===== src/rtl/channel_readout_sequencer.sv =====
// Event readout sequencer: on a trigger edge, waits for the enabled digitizer slices,
// emits a header word, then streams how_many samples per enabled channel in ascending order.
module channel_readout_sequencer #(
    parameter int N_CH     = 4,
    parameter int DATA_W   = 12,
    parameter int READ_LAT = 2,
    parameter int TIMEOUT  = 1023
) (
    input  logic                     clk,
    input  logic                     reset,
    input  logic                     trigger,
    input  logic [11:0]              how_many,
    input  logic [11:0]              offset,
    input  logic [N_CH-1:0]          ch_mask,
    input  logic [N_CH-1:0]          ch_data_ready,
    input  logic [N_CH*DATA_W-1:0]   ch_data_in,
    output logic [N_CH-1:0]          ch_read_request,
    output logic [11:0]              ch_how_many,
    output logic [11:0]              ch_offset,
    output logic [15:0]              out_data,
    output logic                     out_valid,
    input  logic                     out_ready,
    output logic                     out_last,
    output logic                     busy,
    output logic                     done,
    output logic [7:0]               missed_cnt
);

    typedef enum logic [2:0] {
        S_IDLE, S_WAIT_RDY, S_HEADER, S_REQ, S_WAIT_DATA, S_PRESENT, S_DONE
    } state_e;

    localparam int TO_W  = $clog2(TIMEOUT + 1);
    localparam int LAT_W = 3;

    state_e             state_q, state_d;
    logic               trig_q;
    logic [11:0]        how_many_q, how_many_d;
    logic [11:0]        offset_q, offset_d;
    logic [N_CH-1:0]    mask_q, mask_d;
    logic               err_q, err_d;
    logic [11:0]        evt_cnt_q, evt_cnt_d;
    logic [TO_W-1:0]    wait_cnt_q, wait_cnt_d;
    logic [LAT_W-1:0]   lat_cnt_q, lat_cnt_d;
    logic [3:0]         cur_ch_q, cur_ch_d;
    logic [11:0]        smp_cnt_q, smp_cnt_d;
    logic [11:0]        sample_q, sample_d;
    logic [7:0]         missed_q, missed_d;

    logic               trig_edge;
    logic               hdr_last;
    logic               more_smp;
    logic               smp_last;
    logic [4:0]         first_ch;
    logic [4:0]         next_ch;
    logic [DATA_W-1:0]  sample_sel;

    // Returns {found, index} of the lowest enabled channel at or above start.
    function automatic logic [4:0] find_ch(input logic [N_CH-1:0] mask, input int start);
        logic [4:0] r;
        r = '0;
        for (int k = N_CH - 1; k >= 0; k--) begin
            if (mask[k] && k >= start) r = {1'b1, 4'(k)};
        end
        return r;
    endfunction

    assign trig_edge = trigger & ~trig_q;
    assign hdr_last  = err_q | (mask_q == '0) | (how_many_q == '0);
    assign first_ch  = find_ch(mask_q, 0);
    assign next_ch   = find_ch(mask_q, int'(cur_ch_q) + 1);
    assign more_smp  = (smp_cnt_q + 12'd1) < how_many_q;
    assign smp_last  = ~more_smp & ~next_ch[4];

    always_comb begin
        sample_sel = '0;
        for (int k = 0; k < N_CH; k++) begin
            if (cur_ch_q == 4'(k)) sample_sel = ch_data_in[k*DATA_W +: DATA_W];
        end
    end

    // NOTE: every _d gets its hold value first so no path through this block infers a latch.
    always_comb begin
        state_d    = state_q;
        how_many_d = how_many_q;
        offset_d   = offset_q;
        mask_d     = mask_q;
        err_d      = err_q;
        evt_cnt_d  = evt_cnt_q;
        wait_cnt_d = wait_cnt_q;
        lat_cnt_d  = lat_cnt_q;
        cur_ch_d   = cur_ch_q;
        smp_cnt_d  = smp_cnt_q;
        sample_d   = sample_q;
        missed_d   = missed_q;

        if (trig_edge && state_q != S_IDLE && missed_q != 8'hFF) missed_d = missed_q + 8'd1;

        unique case (state_q)
            S_IDLE: begin
                if (trig_edge) begin
                    how_many_d = how_many;
                    offset_d   = offset;
                    mask_d     = ch_mask;
                    wait_cnt_d = '0;
                    state_d    = S_WAIT_RDY;
                end
            end
            S_WAIT_RDY: begin
                if ((ch_data_ready & mask_q) == mask_q) begin
                    state_d = S_HEADER;
                end else if (wait_cnt_q == TO_W'(TIMEOUT - 1)) begin
                    err_d   = 1'b1;
                    state_d = S_HEADER;
                end else begin
                    wait_cnt_d = wait_cnt_q + 1'b1;
                end
            end
            S_HEADER: begin
                if (out_ready) begin
                    evt_cnt_d = evt_cnt_q + 12'd1;
                    cur_ch_d  = first_ch[3:0];
                    smp_cnt_d = '0;
                    state_d   = hdr_last ? S_DONE : S_REQ;
                end
            end
            S_REQ: begin
                lat_cnt_d = '0;
                state_d   = S_WAIT_DATA;
            end
            S_WAIT_DATA: begin
                if (lat_cnt_q == LAT_W'(READ_LAT - 1)) begin
                    sample_d = 12'(sample_sel);
                    state_d  = S_PRESENT;
                end else begin
                    lat_cnt_d = lat_cnt_q + 1'b1;
                end
            end
            S_PRESENT: begin
                if (out_ready) begin
                    if (more_smp) begin
                        smp_cnt_d = smp_cnt_q + 12'd1;
                        state_d   = S_REQ;
                    end else if (next_ch[4]) begin
                        cur_ch_d  = next_ch[3:0];
                        smp_cnt_d = '0;
                        state_d   = S_REQ;
                    end else begin
                        state_d = S_DONE;
                    end
                end
            end
            S_DONE: begin
                err_d   = 1'b0;
                state_d = S_IDLE;
            end
            default: state_d = S_IDLE;
        endcase
    end

    // NOTE: sequential state uses non-blocking assignments so all registers update together.
    always_ff @(posedge clk) begin
        if (!reset) begin
            state_q    <= S_IDLE;
            trig_q     <= 1'b0;
            how_many_q <= '0;
            offset_q   <= '0;
            mask_q     <= '0;
            err_q      <= 1'b0;
            evt_cnt_q  <= '0;
            wait_cnt_q <= '0;
            lat_cnt_q  <= '0;
            cur_ch_q   <= '0;
            smp_cnt_q  <= '0;
            sample_q   <= '0;
            missed_q   <= '0;
        end else begin
            state_q    <= state_d;
            trig_q     <= trigger;
            how_many_q <= how_many_d;
            offset_q   <= offset_d;
            mask_q     <= mask_d;
            err_q      <= err_d;
            evt_cnt_q  <= evt_cnt_d;
            wait_cnt_q <= wait_cnt_d;
            lat_cnt_q  <= lat_cnt_d;
            cur_ch_q   <= cur_ch_d;
            smp_cnt_q  <= smp_cnt_d;
            sample_q   <= sample_d;
            missed_q   <= missed_d;
        end
    end

    always_comb begin
        ch_read_request = '0;
        out_data        = '0;
        out_valid       = 1'b0;
        out_last        = 1'b0;
        done            = 1'b0;
        busy            = (state_q != S_IDLE) && (state_q != S_DONE);
        unique case (state_q)
            S_HEADER: begin
                out_valid = 1'b1;
                out_data  = {(err_q ? 4'hE : 4'hA), evt_cnt_q};
                out_last  = hdr_last;
            end
            S_REQ: begin
                for (int k = 0; k < N_CH; k++) ch_read_request[k] = (cur_ch_q == 4'(k));
            end
            S_PRESENT: begin
                out_valid = 1'b1;
                out_data  = {cur_ch_q, sample_q};
                out_last  = smp_last;
            end
            S_DONE:  done = 1'b1;
            default: ;
        endcase
    end

    assign ch_how_many = how_many_q;
    assign ch_offset   = offset_q;
    assign missed_cnt  = missed_q;

endmodule


===== config.mk =====
export PLATFORM = sky130hd
export DESIGN_NAME = channel_readout_sequencer
export DESIGN_NICKNAME = d
export VERILOG_FILES = /design/src/rtl/channel_readout_sequencer.sv
export SDC_FILE = /design/constraint.sdc
export NUM_CORES = 1
export LEC_CHECK = 0
export ABC_AREA = 1
export CAP_MARGIN = 10
export CORE_MARGIN = 3
export CORE_UTILIZATION = 49
export DETAILED_ROUTE_END_ITERATION = 16
export PLACE_DENSITY_LB_ADDON = 0.15
export REMOVE_ABC_BUFFERS = 1
export SLEW_MARGIN = 25
export SYNTH_ARGS = -nofsm -noshare
export SYNTH_HDL_FRONTEND = slang
export SYNTH_SLANG_ARGS = --single-unit

===== constraint.sdc =====
create_clock -name clk -period 3.3 [get_ports clk]
set_clock_uncertainty 0.05 [all_clocks]
set_input_delay 0.825 -clock clk [delete_from_list [all_inputs] [get_ports clk]]
set_output_delay 0.825 -clock clk [all_outputs]
set_load 0.05 [all_outputs]

Word-level counts from Yosys, hierarchy flattened
Index checks and enable logic that the tools add are counted.

Bits in registers: 94.

$lt $le $gt $ge: 5. Multiplexer cells: 47. Bitwise logic cells: 8. Reductions and logical operators: 26. Equal/unequal tests: 26. Add/sub/neg operators: 6.

Operators by type and width (count): two-way mux 12 bit (8); two-way mux 3 bit (11); two-way mux 4 bit (8); case mux 16 bit (2 select lines) (1); two-way mux 10 bit (3); adder 12 x 1 -> 12 bit, second input constant (2); case mux 12 bit (2 select lines) (1); two-way mux 5 bit (4); != test 2 bit, second input constant (10); case mux 10 bit (2 select lines) (1); case mux 3 bit (6 select lines) (1); zero test 12 bit (1); less-than comparator 12 bit (1); adder 10 x 1 -> 10 bit, second input constant (1); equality test 10 bit, second input constant (1); greater-or-equal comparator 1 x 5 -> 1 bit, first input constant (2); greater-or-equal comparator 2 x 5 -> 1 bit, first input constant (2); AND reduction 5 bit (2); equality test 3 bit, second input constant (3); != test 3 bit, second input constant (3); adder 8 x 1 -> 8 bit, second input constant (1); equality test 4 x 2 -> 1 bit, second input constant (2); zero test 4 bit (2); != test 8 bit, second input constant (1); other kinds (23) (46).

Logic depth before layout (Yosys ltp)
Gate-level depths: netlist of the first run.

Depth in word-level cells: 11. Gate-level depth with buffers: 19. Gate-level depth less buffers: 18.

Worst setup path before layout of the first run
Ideal clock, no wire load.

Kind: register to output. Start point: register state_q[1]. End point: output port busy. Cell stages (with the launch flop): 4. Path slack: 0.167 ns. Data required time: 2.425 ns. Data arrival time: 2.258 ns. Path buffers: 0. Cell sequence: dfxtp_1 -> inv_2 -> nor3_1 -> a21oi_1.

Cells in the longest elaborated chain, start to end: 2. Elaborated cells between the ends (all ways): 3. Classes of those cells: 1 x eq/ne; 2 x reduce/logical.

RTL lines: start: declaration (RTL line 36) `state_e state_q, state_d;`; start signal: assignment (RTL line 178) `state_q <= state_d;`; != test 3 bit or nonzero test 3 bit (tied branches) (RTL line 200) `busy = (state_q != S_IDLE) && (state_q != S_DONE);`; logical AND 1 bit (*) (RTL line 200); end: declaration (RTL line 24) `output logic busy,`.

Mark *: on every way between the ends. The rest lies on a longest branch, timed or not.

Worst setup path after layout of the first run
Start point: register smp_cnt_q[2]. End point: output port out_last.

Cells in the longest elaborated chain, start to end: 5.

RTL lines: start: declaration (RTL line 46) `logic [11:0] smp_cnt_q, smp_cnt_d;`; start signal: assignment (RTL line 188) `smp_cnt_q <= smp_cnt_d;`; adder 12 x 1 -> 12 bit (RTL line 72) `assign more_smp = (smp_cnt_q + 12'd1) < how_many_q;`; less-than comparator 12 bit (RTL line 72); NOT 1 bit (RTL line 73) `assign smp_last = ~more_smp & ~next_ch[4];`; bitwise AND 1 bit (RTL line 73); case mux 1 bit (2 select lines) (RTL line 201) `unique case (state_q)`; end: declaration (RTL line 23) `output logic out_last,`.

No other way between the ends.

==> results.txt, run 1 <==
The first global-routing pass estimated 24500 µm of wire. The area of the mapped netlist is 5090 µm². At the worst endpoint, the required time is ~2400 ps. Routability-driven placement finished with a final weighted congestion of 0.875. The met1 usage in global routing is 30.5%. The core area is between 9000 and 10000 µm². The clock network latency to the later pin of the worst-skew pair is 370 ps. The leading register cell type out of synthesis is dfxtp_1. The time the final worst path needs with I/O delays and setup came out at about 3300 ps. The dominant delay contributor by cell family on the critical path is simple AND/OR/NAND/NOR gates. Setup violations remaining at the end of the flow were counted as 1. The number of placed I/O pins is between 100 and 150.

The final layout net count came out at 977. The period utilization is 101%. Yosys printed 0 warnings. The number of instances in the synthesized netlist came out at ~730. Setup repair after global routing could not meet its margin everywhere. The final critical-path setup slack came out at -45.2 ps. The total congestion overflow after global routing is 0. The clock tree from TritonCTS is built. The DRC violations left came out at 0. The remaining antenna violation count after routing came out at 0. The area growth from synthesis to layout is 38.3%.

The number of enable flip-flop cells after synthesis is 0. Leaving out fill and tap cells, the most frequent cell in the layout is nand2_1. Dividing the detail-routed via count by the number of cells gives 5.35. A synthesized cell averages 6.94 µm². In this design, the critical path's most frequently occurring cell is nand2_2. The routed layout has 5422 vias.

The maximum net fanout on the critical path came out at 4. In the final routed layout, each cell accounts on average for roughly 15 µm. The peak supply drop came out at 0.464 mV. Global routing used under 10% of the available met3 tracks. The total cell area at the placement stage came out at roughly 6600 µm². Clock-pin slew was measured on the worst setup and hold paths at 90 ps. The floorplan die area came out at 11600 µm².

The worst hold path belongs to the class flop to flop. The sequential element share of the synthesized area is 36.2%. The sum of buffers and inverters on the critical path is 2. The number of max-capacitance violations reported is 0. The final max-slew violation count came out at 0. The layer flagged by global routing as most heavily used is met2. The die extent in x is 108 µm.

STA classifies the critical path endpoint as a primary output. The final count of hold timing violations is 0. The number of buffers created by CTS is 9. The maximum level of the CTS H-tree came out at 3.

For this run, the total global-route usage over all layers was measured as 25.9%. The count of hold buffers inserted by post-cts repair is 0. The static power due to leakage is between 0.002 and 0.003 µW. The data arrival time of the critical path is 2470 ps.

After synthesis the netlist holds a flip-flop and latch count of 92. The relative slew slack is ~30%. The placed cell count came out at about 980. The final cell count without fillers is between 1000 and 1500. The maximum number of pins on one net before global-route repair came out at 44. The distinct cell type count of the synthesized netlist is 45. Traced cell by cell, the critical path runs through nand2_4 > nor2_4 > nand4_1 > xnor2_2 > ha_1 > nand2_2 > inv_1 > nand2_1 > nand2_1 > a21oi_2 > nand2_2 > nand2_2 > nand2_4 > buf_12. The die outline height came out at around 110 µm. In the layout the commonest cells are 134 x nand2_1, 130 x clkdlybuf4s50_1, 85 x nor2_1.

The biggest cell delay along the critical path is ~400 ps. The met2 routing resource usage after global routing is between 40% and 50%. The maximum clock frequency came out at 0.299 GHz. The number of clock sinks came out at 92. The detailed-placement wirelength estimate is between 10000 and 15000 µm. The final worst hold slack is 418 ps. The number of global-route vias before repair is 5268. The slowest library cell on the worst path is dfxtp_4.

The initialized floorplan defines 36 standard-cell rows. The filler cell count in the final layout is a little over 800. The run finished, with violations left.

Power spread over the standard cell area amounts to around 650 nW/µm². The post-route setup TNS is -45.2 ps. The count of routing violations after the opening detailed-route iteration is 245. The checks that failed: negative setup slack. The initial antenna violation count was 0.

After routing the design area is 7040 µm². The clock root buffer master is clkbuf_8. The worst setup path is launched from a flop.

The repair_antennas step left the layout with diodes totalling 0. The share of synthesized registers carrying an async set or reset is 0%. The total of buffers placed on input and output ports is 139. The initial cell density of the core came out at 51.1%. The clock passes through at most 2 buffers. Cells with a size suffix above 1 make up 11.0% of the layout. The actual slew at the worst max-slew pin is 1050 ps. The critical path in this run is classified as flop to primary output. The final routed wirelength across all metal layers came out at 15100 µm. The first TritonRoute pass finished after 5 iterations.
==> metrics by stage <==
step	utilization, %	setup WS (ps)	power (µW)
2_1_floorplan	-	167	2830
3_3_place_gp	65.9	182	3430
3_5_place_dp	65.9	69.9	3480
4_1_cts	69.8	0.250	4510
5_1_grt	70.7	-155	4860
6_report	70.7	-45.2	4580
==> repair_timing <==
item	CTS	global route
setup endpoints to repair	1	8
resized for setup	27	19
gates cloned	0	0
pin swaps	11	12
setup buffers	10	5
==> worst paths after layout <==
path / slack [ps] / endpoint / depth (start not counted) / from
min reg2reg: 420 / evt_cnt_q[10]$_SDFFE_PN0P_ / 2 / evt_cnt_q[10]$_SDFFE_PN0P_
max: -50 / out_last / 14 / smp_cnt_q[2]$_SDFFE_PN0P_
min: 420 / evt_cnt_q[10]$_SDFFE_PN0P_ / 2 / evt_cnt_q[10]$_SDFFE_PN0P_
max reg2reg: 360 / smp_cnt_q[5]$_SDFFE_PN0P_ / 18 / smp_cnt_q[2]$_SDFFE_PN0P_
==> worst register-to-register path: cells and delay by family (launching register included) <==
family / cells / cell delay (ps)
fa+ha+maj: 1 / 320
flops: 1 / 390
buf+inv: 2 / 190
compound gates: 1 / 150
simple gates: 13 / 1540
xor+xnor: 1 / 190
==> final cells by class <==
type                       count  area, µm²  share of cell area [%]
clock buffer                  10        138                    1.96
clock inverter                 6        111                    1.58
inverter                      82        318                    4.52
multi-input combinational    531       2870                    40.8
sequential                    92       1870                    26.5
tap                          133        166                    2.36
timing repair buffer         159       1560                    22.2
==> registers in the layout (all words and copies together), names as in the netlist <==
| register | count |
|---|---|
| mask_q | 4 |
| ch_how_many | 12 |
| lat_cnt_q | 3 |
| err_q | 1 |
| state_q | 3 |
| smp_cnt_q | 12 |
| cur_ch_q | 2 |
| trig_q | 1 |
| wait_cnt_q | 10 |
| ch_offset | 12 |
| evt_cnt_q | 12 |
| missed_cnt | 8 |
| sample_q | 12 |
==> cell families after synthesis <==
group	count (synthesis)	share of synthesized area, %
buffers and inverters	110	8.80
xor gates and xnor gates	18	3.10
and+or+nand+nor	315	27.8
DFF	92	36.2
adders and majority gates	18	4.43
AOI/OAI and AO/OA	180	19.7
==> cell usage after synthesis (all sizes together), types with 2 or more instances <==
master | instances | share of area, %
nor2 | 100 | 8.4
clkbuf | 14 | 1.1
nand2 | 145 | 11
xor2 | 12 | 2.1
nor3b | 2 | 0.29
nor4 | 2 | 0.25
o211a | 2 | 0.39
nand4 | 7 | 0.86
nand3 | 33 | 3.6
o22ai | 3 | 0.37
a31oi | 9 | 1.1
nor3 | 21 | 2.7
o21ai | 75 | 7.4
a22o | 13 | 2.2
a221oi | 4 | 0.69
ha | 18 | 4.4
a21oi | 71 | 7.0
xnor2 | 6 | 1.0
dfxtp | 92 | 36
buf | 14 | 1.5
inv | 81 | 6.2
and3 | 2 | 0.25
==> metal layers <==
layer,part of all wire (%),up-vias
met4,1.6,0
met5,0,-
met1,43,2490
met2,48,194
li1,-,2716
met3,8.1,22
==> power by group <==
group	switching (µW)	internal, µW
combinational	1410	779
clock	414	524
sequential	161	1290
total	1990	2590
Power figures use the tool's default switching activity.
==> inputs of run 2 (changes only) <==
- ABC_AREA: 1 -> default
- REMOVE_ABC_BUFFERS: 1 -> default
- SLEW_MARGIN: 25 -> 20
==> results.txt, run 2 <==
The distinct cell type count of the synthesized netlist came out at 61 (+36%). The time the final worst path needs with I/O delays and setup came out at 3810 ps (+461 ps). The period utilization was 115% (+14 points).

The floorplan die area is 11500 µm² (-1.2%). The signed area change from the synthesized netlist to the final layout came out at 42.1%. In the post-synthesis netlist, the cell with the most instances is nand2_1. The root buffer cell chosen for the clock tree is clkbuf_8. The actual slew at the worst max-slew pin came out at 708 ps (-346 ps). The routability-driven placement congestion ratio is 0.836 (-4.5%). The number of enable flip-flop cells after synthesis is 0 (unchanged). The number of instances in the synthesized netlist came out at 613 (-16%).

The average footprint of a synthesized cell is 8.20 µm² (+18%). The clock tree from TritonCTS is built. The maximum level of the CTS H-tree is 3 (unchanged).

The final count of hold timing violations is 0 (unchanged). The library cell used most frequently in the layout, excluding fill and tap cells, is clkdlybuf4s50_1. The clock-pin slew on the worst setup and hold paths is 100 ps (about the same). By area the synthesized netlist is led by dfxtp_1 37%, nand2_1 8.7%, a21oi_1 6.0%. The setup slack after placement is -145 ps (-214 ps). The flow ran to the end, but the final reports show violations. The count of routing violations after the opening detailed-route iteration came out at 172 (-30%). The routed wire length per instance is 15.9 µm (+6.6%). The vias after detailed routing came out at 4854 (-10%). The peak supply drop is 0.322 mV (-30%).

The total iterations of the first detailed-routing run is 5 (unchanged). The number of placed I/O pins was 140 (unchanged). The area of the mapped netlist is 5030 µm² (-1.2%).

Among all flip-flop cells after synthesis, the most frequent one is dfxtp_1. The tightest min-delay check is of the flop to flop type. The total of buffers placed on input and output ports is 139 (unchanged). Setup repair after global routing could not meet its margin everywhere. The final routed wirelength across all metal layers came to 14400 µm (-4.6%). The total congestion overflow after global routing was 0 (unchanged). The static power due to leakage came out at 0.00269 µW (-7.3%). The area fraction of the dominant cell type after synthesis came out at 36.6% (+0.45 points). The maximum net fanout on the critical path was 4 (unchanged).

The maximum clock frequency is 0.263 GHz (-12%). The area occupied by multi-input gates came out at 2990 µm² (+4.1%). The share of synthesized registers carrying an async set or reset is 0% (unchanged). The clock network latency to the later pin of the worst-skew pair was 380 ps (about the same). The remaining antenna violation count after routing came out at 0 (unchanged). The filler cell count in the final layout is 772 (-5.6%). The via count normalized by instance count was 5.35 (about the same). The number of global-route vias before repair came out at 4909 (-6.8%).

The critical setup path kind is flop to primary output. The die outline height is 107 µm (-0.58%). The detailed-placement wirelength estimate was 10900 µm (+1.5%). The core area is 9860 µm² (-0.91%). The number of warnings issued by yosys came out at 0 (unchanged).

The worst setup path is captured at a primary output. The final critical-path setup slack came out at -507 ps (-461 ps). The final layout net count is 872 (-11%). The DRC violations left is 0 (unchanged). The final max-slew violation count came out at 0 (unchanged). In the synthesized netlist, the cells that appear most often are 116 x nand2_1, 92 x dfxtp_1, 60 x a21oi_1.

The clock tree buffer depth was 2 (unchanged). The initial antenna violation count was 0 (unchanged). The number of buffers created by CTS is 9 (unchanged). The count of antenna diodes in the layout came out at 0 (unchanged). STA classifies the critical path startpoint as a flop.

The footprint of the flip-flops and latches was 1850 µm² (-0.87%). The initial cell density of the core was 51.0% (-0.17 points). The number of max-capacitance violations reported came out at 0 (unchanged). The data arrival time of the critical path came out at 2930 ps (+460 ps). The maximum number of pins on one net before global-route repair is 49 (+11%).

The placement row count is 36 (unchanged). The global routing usage summed across all routing layers is 25.9% (-0.070 points). The final setup violation count is 1 (unchanged). The die extent in x is 107 µm (-0.58%). The sequential element share of the synthesized area came out at 36.6% (+0.45 points). The wire length of the first global-routing pass is 23600 µm (-3.5%).

The fraction of final layout cells with drive strength greater than 1 came to 15.9% (+4.9 points). The number of synthesized register bits is 92 (unchanged). The number of clock sinks is 92 (unchanged). The cell accounting for the most synthesized area is dfxtp_1. The required time of the critical path was 2420 ps (about the same). The power density over the cells is 478 nW/µm² (-27%). The synthesized netlist net count came out at 715. The post-route total power came out at 3420 µW (-25%).

The relative slew slack came out at 52.5% (+23 points). The final reports fail on negative setup slack. In the layout the commonest cells are 118 x clkdlybuf4s50_1, 115 x nand2_1, 88 x dfxtp_1.
## run 2: area by class of cell
| type | count | share of cell area [%] |
|---|---|---|
| Multi-Input combinational cell | 461 | 41.9 |
| Sequential cell | 92 | 25.9 |
| Timing Repair Buffer | 175 | 25.3 |
| Tap cell | 133 | 2.33 |
| Clock buffer | 11 | 1.98 |
| Inverter | 31 | 1.73 |
| Clock inverter | 4 | 0.823 |
## run 2: final timing paths
path / startpoint / endpoint / slack, ps / cells past startpoint
worst max-delay path: smp_cnt_q[1]$_SDFFE_PN0P_ / out_last / -510 / 12
worst min-delay path: ch_offset[6]$_SDFFE_PN0P_ / ch_offset[6]$_SDFFE_PN0P_ / 410 / 2
worst max register to register: smp_cnt_q[4]$_SDFFE_PN0P_ / smp_cnt_q[0]$_SDFFE_PN0P_ / 190 / 13
worst min register to register: ch_offset[6]$_SDFFE_PN0P_ / ch_offset[6]$_SDFFE_PN0P_ / 410 / 2
## run 2: logic make-up after synthesis
family,synth area share [%]
compound gates,14.3
xor+xnor,5.40
fa+ha+maj,4.48
buf+inv,5.23
flops,36.6
mux,6.40
simple gates,27.6
## run 2: through the flow
step | instance area [µm²] | hold WS (ps) | cells | setup TNS (ps) | util, %
after CTS | 7130 | 416 | 906 | -519 | 72.3
after global routing | 7140 | 425 | 907 | -699 | 72.4
after global placement | 6920 | 392 | 891 | -86.1 | 70.2
after detailed placement | 6920 | 400 | 891 | -145 | 70.2
final | 7140 | 412 | 907 | -507 | 72.4
after floorplan | 5090 | 386 | 613 | -64.4 | -
## run 2: where the power goes
group | internal [µW] | switching, µW | leakage (µW)
Sequential | 1190 | 110 | 0.000748
Combinational | 509 | 806 | 0.00184
Clock | 375 | 424 | 0.000102
## run 2: critical path, stage by stage (launching register included)
cell and delay [ps]:
dfxtp_4 380, ha_4 130, and3_4 170, and3_4 190
and3_4 190, xnor2_2 70, ha_1 280, and4_1 180
nor3b_2 180, a22oi_2 90, a2111o_1 440, nand2_4 100
buf_12 130
## run 2: timing repair
item / 4_1_cts / 5_1_grt
hold buffers: 0 / 0
pin swaps: 6 / 0
setup buffers: 0 / 1
setup endpoints to repair: 2 / 8
gates resized for setup: 2 / 1
## run 2: per-layer routing
metal | routed length, µm | GRT usage [%] | vias to the layer above
met5 | 0 | 0 | -
met1 | 5870 | 29.5 | 2292
li1 | - | - | 2431
met2 | 7420 | 46.0 | 108
met4 | 294 | 9.32 | 0
met3 | 832 | 7.26 | 23
